$ cat src/rtl/data_cache_pkg.sv
`default_nettype none
// ============================================================================
// data_cache_pkg : op encodings, error codes, FSM states and lane helpers
// Revision: 1.0
// ============================================================================
package data_cache_pkg;

   // Encodings are shared with the instruction decoder
   typedef enum logic [2:0] {
      RD_NONE = 3'b000,
      RD_LB   = 3'b001,
      RD_LH   = 3'b010,
      RD_LW   = 3'b011,
      RD_LBU  = 3'b100,
      RD_LHU  = 3'b101,
      RD_ILL6 = 3'b110,
      RD_ILL7 = 3'b111
   } rd_op_e;

   typedef enum logic [1:0] {
      WR_NONE = 2'b00,
      WR_SB   = 2'b01,
      WR_SH   = 2'b10,
      WR_SW   = 2'b11
   } wr_op_e;

   typedef enum logic [1:0] {
      ERR_OK       = 2'b00,
      ERR_MISALIGN = 2'b01,
      ERR_ILLEGAL  = 2'b10,
      ERR_TIMEOUT  = 2'b11
   } err_e;

   typedef enum logic [1:0] {
      ST_IDLE    = 2'b00,
      ST_REQUEST = 2'b01,
      ST_RESPOND = 2'b10
   } state_e;

   typedef enum logic [1:0] {
      SZ_NONE = 2'b00,
      SZ_BYTE = 2'b01,
      SZ_HALF = 2'b10,
      SZ_WORD = 2'b11
   } size_e;

   function automatic size_e op_size(input rd_op_e rd, input wr_op_e wr);
      size_e sz;
      sz = SZ_NONE;
      case (rd)
         RD_LB, RD_LBU: sz = SZ_BYTE;
         RD_LH, RD_LHU: sz = SZ_HALF;
         RD_LW:         sz = SZ_WORD;
         default:       sz = SZ_NONE;
      endcase
      case (wr)
         WR_SB:   sz = SZ_BYTE;
         WR_SH:   sz = SZ_HALF;
         WR_SW:   sz = SZ_WORD;
         default: ;
      endcase
      return sz;
   endfunction

   function automatic logic [3:0] lane_mask(input size_e sz, input logic [1:0] off);
      logic [3:0] m;
      case (sz)
         SZ_BYTE: m = 4'b0001 << off;
         SZ_HALF: m = off[1] ? 4'b1100 : 4'b0011;
         SZ_WORD: m = 4'b1111;
         default: m = 4'b0000;
      endcase
      return m;
   endfunction

   function automatic logic [31:0] store_data(input wr_op_e wr, input logic [31:0] d);
      logic [31:0] r;
      case (wr)
         WR_SB:   r = {4{d[7:0]}};
         WR_SH:   r = {2{d[15:0]}};
         WR_SW:   r = d;
         default: r = 32'h0;
      endcase
      return r;
   endfunction

endpackage
`default_nettype wire

$ cat src/rtl/load_data_aligner.sv
`default_nettype none
// ============================================================================
// load_data_aligner : selects the load lane from a memory word and extends it
// Revision: 1.0
// ============================================================================
module load_data_aligner
   import data_cache_pkg::*;
(
   input  logic [31:0] word,
   input  logic [1:0]  offset,
   input  rd_op_e      op,
   output logic [31:0] result
);

   logic [7:0]  byte_sel;
   logic [15:0] half_sel;

   always_comb begin
      case (offset)
         2'd0:    byte_sel = word[7:0];
         2'd1:    byte_sel = word[15:8];
         2'd2:    byte_sel = word[23:16];
         default: byte_sel = word[31:24];
      endcase
      half_sel = offset[1] ? word[31:16] : word[15:0];

      case (op)
         RD_LB:   result = {{24{byte_sel[7]}}, byte_sel};
         RD_LBU:  result = {24'h0, byte_sel};
         RD_LH:   result = {{16{half_sel[15]}}, half_sel};
         RD_LHU:  result = {16'h0, half_sel};
         RD_LW:   result = word;
         default: result = 32'h0;
      endcase
   end

endmodule
`default_nettype wire

$ cat src/rtl/data_cache_controller.sv
`default_nettype none
// ============================================================================
// data_cache_controller : single-outstanding load/store bridge to word memory
// Revision: 1.0
// ============================================================================
module data_cache_controller
   import data_cache_pkg::*;
#(
   parameter int TIMEOUT_CYCLES = 256
) (
   input  logic        CLK,
   input  logic        RST_N,
   input  logic        REQ_VALID,
   output logic        REQ_READY,
   input  logic [2:0]  DATA_CACHE_READ,
   input  logic [1:0]  DATA_CACHE_WRITE,
   input  logic [31:0] ADDRESS,
   input  logic [31:0] WRITE_DATA,
   output logic        STALL,
   output logic        RESULT_VALID,
   output logic [31:0] RESULT_DATA,
   output logic [1:0]  ERR,
   output logic        MEM_REQ,
   output logic        MEM_WE,
   output logic [31:0] MEM_ADDR,
   output logic [31:0] MEM_WDATA,
   output logic [3:0]  MEM_BYTE_EN,
   input  logic        MEM_ACK,
   input  logic [31:0] MEM_RDATA
);

   localparam int CNT_W = $clog2(TIMEOUT_CYCLES + 1);

   state_e            state_q, state_d;
   rd_op_e            rd_op_q, rd_op_d;
   wr_op_e            wr_op_q, wr_op_d;
   logic [31:0]       addr_q, addr_d;
   logic [31:0]       wdata_q, wdata_d;
   logic [CNT_W-1:0]  cnt_q, cnt_d;
   err_e              err_q, err_d;
   logic [31:0]       rdata_q, rdata_d;

   rd_op_e            req_rd;
   wr_op_e            req_wr;
   size_e             req_size;
   logic              req_illegal;
   logic              req_misaligned;
   logic              accept;
   logic [31:0]       load_result;

   load_data_aligner u_aligner (
      .word   (MEM_RDATA),
      .offset (addr_q[1:0]),
      .op     (rd_op_q),
      .result (load_result)
   );

   always_comb begin
      req_rd         = rd_op_e'(DATA_CACHE_READ);
      req_wr         = wr_op_e'(DATA_CACHE_WRITE);
      req_size       = op_size(req_rd, req_wr);
      req_illegal    = (req_rd == RD_ILL6) || (req_rd == RD_ILL7) ||
                       ((req_rd != RD_NONE) && (req_wr != WR_NONE));
      req_misaligned = ((req_size == SZ_HALF) && ADDRESS[0]) ||
                       ((req_size == SZ_WORD) && (ADDRESS[1:0] != 2'b00));
      // Gated by RST_N so STALL is low while reset is asserted
      accept         = RST_N && REQ_VALID && (state_q == ST_IDLE) &&
                       ((req_rd != RD_NONE) || (req_wr != WR_NONE));
   end

   always_comb begin
      state_d = state_q;
      rd_op_d = rd_op_q;
      wr_op_d = wr_op_q;
      addr_d  = addr_q;
      wdata_d = wdata_q;
      cnt_d   = cnt_q;
      err_d   = err_q;
      rdata_d = rdata_q;

      case (state_q)
         ST_IDLE: begin
            if (accept) begin
               rd_op_d = req_rd;
               wr_op_d = req_wr;
               addr_d  = ADDRESS;
               wdata_d = WRITE_DATA;
               cnt_d   = '0;
               if (req_illegal) begin
                  state_d = ST_RESPOND;
                  err_d   = ERR_ILLEGAL;
                  rdata_d = 32'h0;
               end else if (req_misaligned) begin
                  state_d = ST_RESPOND;
                  err_d   = ERR_MISALIGN;
                  rdata_d = 32'h0;
               end else begin
                  state_d = ST_REQUEST;
               end
            end
         end
         ST_REQUEST: begin
            // An acknowledge in the final counted cycle beats the timeout
            if (MEM_ACK) begin
               state_d = ST_RESPOND;
               err_d   = ERR_OK;
               rdata_d = (wr_op_q == WR_NONE) ? load_result : 32'h0;
            end else if (cnt_q == CNT_W'(TIMEOUT_CYCLES - 1)) begin
               state_d = ST_RESPOND;
               err_d   = ERR_TIMEOUT;
               rdata_d = 32'h0;
            end else begin
               cnt_d = cnt_q + 1'b1;
            end
         end
         ST_RESPOND: state_d = ST_IDLE;
         default:    state_d = ST_IDLE;
      endcase
   end

   always_ff @(posedge CLK or negedge RST_N) begin
      if (!RST_N) begin
         state_q <= ST_IDLE;
         rd_op_q <= RD_NONE;
         wr_op_q <= WR_NONE;
         addr_q  <= 32'h0;
         wdata_q <= 32'h0;
         cnt_q   <= '0;
         err_q   <= ERR_OK;
         rdata_q <= 32'h0;
      end else begin
         state_q <= state_d;
         rd_op_q <= rd_op_d;
         wr_op_q <= wr_op_d;
         addr_q  <= addr_d;
         wdata_q <= wdata_d;
         cnt_q   <= cnt_d;
         err_q   <= err_d;
         rdata_q <= rdata_d;
      end
   end

   // Memory-side outputs derive only from registers written at accept, so
   // they stay stable for the whole REQUEST phase
   assign REQ_READY    = (state_q == ST_IDLE);
   assign STALL        = accept || (state_q == ST_REQUEST);
   assign RESULT_VALID = (state_q == ST_RESPOND);
   assign RESULT_DATA  = rdata_q;
   assign ERR          = err_q;
   assign MEM_REQ      = (state_q == ST_REQUEST);
   assign MEM_WE       = (wr_op_q != WR_NONE);
   assign MEM_ADDR     = {addr_q[31:2], 2'b00};
   assign MEM_WDATA    = store_data(wr_op_q, wdata_q);
   assign MEM_BYTE_EN  = lane_mask(op_size(rd_op_q, wr_op_q), addr_q[1:0]);

endmodule
`default_nettype wire

$ cat config.mk
export PLATFORM = sky130hd
export DESIGN_NAME = data_cache_controller
export DESIGN_NICKNAME = d
export VERILOG_FILES = /design/src/rtl/data_cache_pkg.sv /design/src/rtl/load_data_aligner.sv /design/src/rtl/data_cache_controller.sv
export SDC_FILE = /design/constraint.sdc
export NUM_CORES = 1
export LEC_CHECK = 0
export BUFFER_PORTS_ARGS = -buffer_cell sky130_fd_sc_hd__buf_2
export CAP_MARGIN = 10
export CORE_MARGIN = 2
export CORE_UTILIZATION = 55
export CTS_CLUSTER_DIAMETER = 150
export CTS_CLUSTER_SIZE = 10
export DETAILED_ROUTE_END_ITERATION = 10
export PLACE_DENSITY = 0.86
export SYNTH_ARGS = -nofsm -noshare
export SYNTH_HDL_FRONTEND = slang
export SYNTH_SLANG_ARGS = --single-unit
$ cat constraint.sdc
create_clock -name CLK -period 3.35 [get_ports CLK]
set_clock_uncertainty 0.15 [all_clocks]
set_input_delay 0.335 -clock CLK [delete_from_list [all_inputs] [get_ports CLK]]
set_output_delay 0.335 -clock CLK [all_outputs]
set_load 0.05 [all_outputs]
* After elaboration in Yosys (flattened, before gate mapping)
Index checks and enable logic that the tools add are counted.
** Word-level totals
- Flip-flop bits (word level) :: 114
- Word-level logic and storage cells :: 103
- Input bits :: 105
** Operators by class
- Eq/ne operators :: 33
- Multiplexer cells :: 33
- Shifts and indexed selects :: 1
- Add/subtract/negate cells :: 1
- Reduce and logical (&&, ||, !) cells :: 27
** Operator list (number)
- two-way mux 32 bit :: 6
- case mux 32 bit (5 select lines) :: 1
- case mux 32 bit (3 select lines) :: 1
- case mux 32 bit (2 select lines) :: 1
- two-way mux 9 bit :: 3
- case mux 2 bit (3 select lines) :: 4
- case mux 8 bit (3 select lines) :: 1
- == test 2 bit, second input constant :: 10
- two-way mux 2 bit :: 10
- == test 3 bit, second input constant :: 6
- case mux 9 bit (2 select lines) :: 1
- two-way mux 16 bit :: 1
- == test 3 x 2 -> 1 bit, second input constant :: 4
- case mux 4 bit (3 select lines) :: 1
- == test 2 x 1 -> 1 bit, second input constant :: 5
- adder 9 x 1 -> 9 bit, second input constant :: 1
- == test 9 x 8 -> 1 bit, second input constant :: 1
- case mux 2 bit (2 select lines) :: 2
- AND reduction 4 bit :: 2
- nonzero test 2 bit :: 4
- OR reduction 2 bit :: 4
- == test 3 x 1 -> 1 bit, second input constant :: 2
- logical AND 1 bit :: 6
- logical NOT 2 bit :: 3
- 8 further kinds :: 15

* Longest topological paths before layout
- Word-level depth :: 11
- Gate-level depth with buffers :: 9

* Hierarchy
From an unflattened synthesis, not the netlist that was laid out.
** Second synthesis, totals
- Cell total of the unflattened synthesis :: 730
- Area, all modules :: 6577.6 um2
** By module, submodules not included
- data_cache_controller :: cells each 558, instances 1, area each 5346.4 um2
- load_data_aligner :: cells each 172, instances 1, area each 1231.2 um2

* Worst setup path before layout
No wires, ideal clock.
- Path kind :: reg2out
- From :: register rd_op_q[1]
- To :: output MEM_BYTE_EN[0]
- Stages on the path, launching flop included :: 7
- Setup slack :: 0.561 ns
- Arrival :: 2.304 ns
- Data required time :: 2.865 ns
- Cells stage by stage :: dfrtp_1 -> inv_1 -> clkbuf_1 -> o22ai_1 -> a222oi_1 -> nor2_1 -> o21ai_0
** Between the ends
- Word-level cells in the longest chain between the ends :: 6
- Elaborated cells on any way between the ends :: 13
- Those cells by class :: eq/ne (8); mux (3); reduce/logical (2)
** Ends and longest elaborated chain
- start: declaration :: line data_cache_controller.sv:35 : rd_op_e rd_op_q, rd_op_d;
- start signal: assignment :: line data_cache_controller.sv:133 : rd_op_q <= rd_op_d;
- == test 3 x 2 -> 1 bit (tied with other cells) :: line data_cache_pkg.sv:50 : case (rd)
- OR reduction 2 bit :: line data_cache_pkg.sv:50
- case mux 2 bit (3 select lines) * :: line data_cache_pkg.sv:50
- case mux 2 bit (3 select lines) * :: line data_cache_pkg.sv:56 : case (wr)
- == test 2 bit or == test 2 x 1 -> 1 bit (tied branches) :: line data_cache_pkg.sv:67 : case (sz)
- case mux 4 bit (3 select lines) * :: line data_cache_pkg.sv:67
- end: declaration :: line data_cache_controller.sv:27 : output logic [3:0] MEM_BYTE_EN,
Mark *: on every way between the ends. The rest lies on a longest branch, timed or not.

* Worst setup path in the final report
- From :: register wr_op_q[0]
- To :: output MEM_WDATA[10]
** Between the ends
- Word-level cells in the longest chain between the ends :: 2
- Elaborated cells on any way between the ends :: 4
- Those cells by class :: eq/ne (3); mux (1)
** Ends and longest elaborated chain
- start: declaration :: line data_cache_controller.sv:36 : wr_op_e wr_op_q, wr_op_d;
- start signal: assignment :: line data_cache_controller.sv:134 : wr_op_q <= wr_op_d;
- == test 2 bit or == test 2 x 1 -> 1 bit (tied branches) :: line data_cache_pkg.sv:78 : case (wr)
- case mux 32 bit (3 select lines) * :: line data_cache_pkg.sv:78
- end: declaration :: line data_cache_controller.sv:26 : output logic [31:0] MEM_WDATA,
Marks and branches as above.

==> impl_results.md <==
- Die extent in x: 112.2 um
- Seq/Total Area, Yosys: 44.34%
- HP Class: primary input to flip-flop
- Port Buffers: 209
- RSZ-0062 raised after global routing: false
- Register bit total from synthesis: 114
- CTS tree: done
- Worst Hold Endpoint: addr_q[0]
- F_max: 342.4 MHz
- Worst Max-Slew Pin Slew: 1166 ps
- Cells on worst reg2reg path: 5
- Register area: 2853 sq um
- Switching part of the total power: 43.06%
- CP Class: flip-flop to output port
- Via Count: 6663
- Hold depth: 3
- WL final: 20890 um
- Worst slack at placement: 851.1 ps
- Status: finished clean
- Power per Cell Area: 689.4 nW/um^2
- CTS Root Cell: clkbuf_16
- Fin. max-slew vios: 0
- RR Endpoint: wdata_q[30]
- Final Hold Fails: 0
- Worst setup SP type: flip-flop
- WP data arrival: 2440 ps
- Row cnt: 39
- CTS-repair resized insts: 0
- Global placer's final weighted congestion: 0.9012
- Clock transition at the registers of the reported paths: 50 ps
- Hold WS: 57.34 ps
- Ratio of cells with drive above 1 in the final layout: 28.67%
- Netlist Area Pre-Place: 6434 sq um
- Min cycle time layout: 2920 ps
- Sink Count: 114
- Crit. End Element: output port
- Chip height: 112.2 um
- Setup violators final: 0
- Synth warnings: 0
- Final instance area: 8491 sq um
- Avg WL per Cell: 18.34 um
- Setup TNS: 0 ps
- GR Util All Layers: 33.50%
- FILL cells: 788
- Top_reg_cell synth: dfrtp_1
- First-pass GRT wire length: 33340 um
- Htree depth: 4
- Share of the synthesized area in the top cell type: 44.34%
- Critical Path RT: 2860 ps
- Number of distinct library cells after synthesis: 49
- Leading area contributor after synthesis: dfrtp_1
- Count leader, synth: nand2_1
- Seq pwr share: 30.7%
- # DRC: 0
- Detailed placement HPWL: 12400 um
- Post-CTS setup buffer count: 0
- Slew HR: 21.73%
- CTS buffer count: 17
- Internal: 3.333 mW
- Vias in the first global route: 6664
- Hold Startpoint: ADDRESS[0]
- First-pass iteration count of the detailed router: 5
- Leakage power: 4.470 nW
- Area contributors post-synth: dfrtp_1, nand2_1, a21oi_1
- Syn avg cell area: 8.465 sq um
- Psw: 2.521 mW
- Ys async rst share: 100.0%
- Area of the multi-input gates: 3062 sq um
- Nets@finish: 1088
- Worst-skew pair later-pin latency: 410 ps
- Ports: 212
- R2R Path Start: state_q[1]
- Worst vdd ir: 0.4727 mV
- Final ANT Viol Nets: 0
- Maximum buffer depth of the clock tree: 2
- CP max FO: 27
- Initial Util: 56.34%
- Commonest cells in the netlist: nand2_1, dfrtp_1, a21oi_1, o21ai_0, buf_4
- Post-synth EDFFs: 0
- Total grt overflow: 0
- DR iter-0 viols: 664
- Vias per std cell: 5.850
- Comb power frac: 39.2%
- Placed Area: 7269 sq um
- Core Region: 11420 sq um
- Clk pwr share: 30.1%
- Cells after synthesis: 760
- Final worst-path setup slack: 429.6 ps
- Initial antenna violation count: 3
- Max Cap Viol: 0
- Largest net degree at the start of global routing: 74
- R2R setup slack: 830 ps
- Die area: 12580 sq um
- Area grow syn2layout: 31.97%
- Tcrit/Tclk final: 87.18%
state kept, by name, indices dropped and copies added, names as in the netlist:
register / cells
addr_q: 32
ERR: 2
rd_op_q: 3
RESULT_DATA: 32
state_q: 2
wr_op_q: 2
cnt_q: 9
wdata_q: 32
metrics by stage:
step / cells / utilization, % / power, mW
finish: 1139 / 74.36 / 5.854
global route: 1138 / 74.34 / 6.102
CTS: 1137 / 74.32 / 5.779
detailed placement: 1042 / 63.66 / 3.960
global placement: 1042 / 63.66 / 3.928
floorplan: 761 / - / 3.531
layout by cell type (no fill, tap or decap), drive strengths merged, types with 4 or more instances in the layout:
cell type      n
a311oi         8
mux2          17
clkbuf        21
a21oi         57
inv           10
dlygate4sd3   63
nand4          4
a211oi         9
nand3         11
nor2          28
buf          221
mux4           8
dfrtp        114
xor2           5
o21ai         62
a21o          16
nand2        241
clkinv         6
nor2b         29
a22o          11
nand2b         4
o2bb2ai       16
clkinvlp       4
kinds of logic (layout without fill, tap and decap cells):
kind of cell | Yosys count | in the layout | share of synthesized area (%)
AOI/OAI and AO/OA | 189 | 189 | 18.38
and+or+nand+nor | 329 | 329 | 21.80
other | 1 | 4 | 0.05829
DFF | 114 | 114 | 44.34
xor gates and xnor gates | 5 | 5 | 0.6806
buffers and inverters | 93 | 326 | 8.265
adders and majority gates | 2 | 2 | 0.3889
muxes | 27 | 27 | 6.087
power by group through the flow:
stage | sequential (mW) | clock [mW] | combinational [mW]
2_1_floorplan | 1.79 | 0 | 1.74
3_3_place_gp | 1.79 | 0 | 2.14
3_5_place_dp | 1.79 | 0 | 2.17
4_1_cts | 1.77 | 1.77 | 2.23
5_1_grt | 1.82 | 1.85 | 2.43
6_report | 1.79 | 1.76 | 2.30
repair_timing:
item,4_1_cts,5_1_grt
endpoints found under the setup margin,0,0
hold buffers,63,0
endpoints found under the hold margin,103,0
worst max-delay path, cell delays in order, from the launching register on:
cell     delay [ps]
dfrtp_1         480
buf_4           340
nor2b_1         600
nand2_1         200
nand2_1         130
buf_2           270
worst max-delay path by stage:
stage               depth (start not counted)       start  slack, ps        endpoint
floorplan                                   6  rd_op_q[1]        560  MEM_BYTE_EN[0]
global placement                            4  wr_op_q[1]        880   MEM_WDATA[21]
detailed placement                          4  wr_op_q[1]        850   MEM_WDATA[21]
CTS                                         4  wr_op_q[1]        420   MEM_WDATA[21]
global route                                4  wr_op_q[1]        330   MEM_WDATA[21]
finish                                      5  wr_op_q[0]        430   MEM_WDATA[10]
final cells by class:
class	instances	share of cell area (%)
Inverter	10	0.4421
Clock inverter	11	1.238
Clock buffer	21	5.659
Sequential cell	114	33.60
Multi-Input combinational cell	554	36.06
Timing Repair Buffer	284	20.84
Tap cell	143	2.107
Antenna cell	2	0.05894
layer usage:
| metal | vias to the layer above | global-route usage [%] | routed length (um) |
|---|---|---|---|
| met5 | - | 0 | 11 |
| met4 | 2 | 19.67 | 1060 |
| met3 | 93 | 9.773 | 2081 |
| met2 | 464 | 54.34 | 10040 |
| met1 | 3113 | 39.81 | 7697 |
| li1 | 2991 | - | - |
No activity file was read; power rests on OpenSTA's default activity.
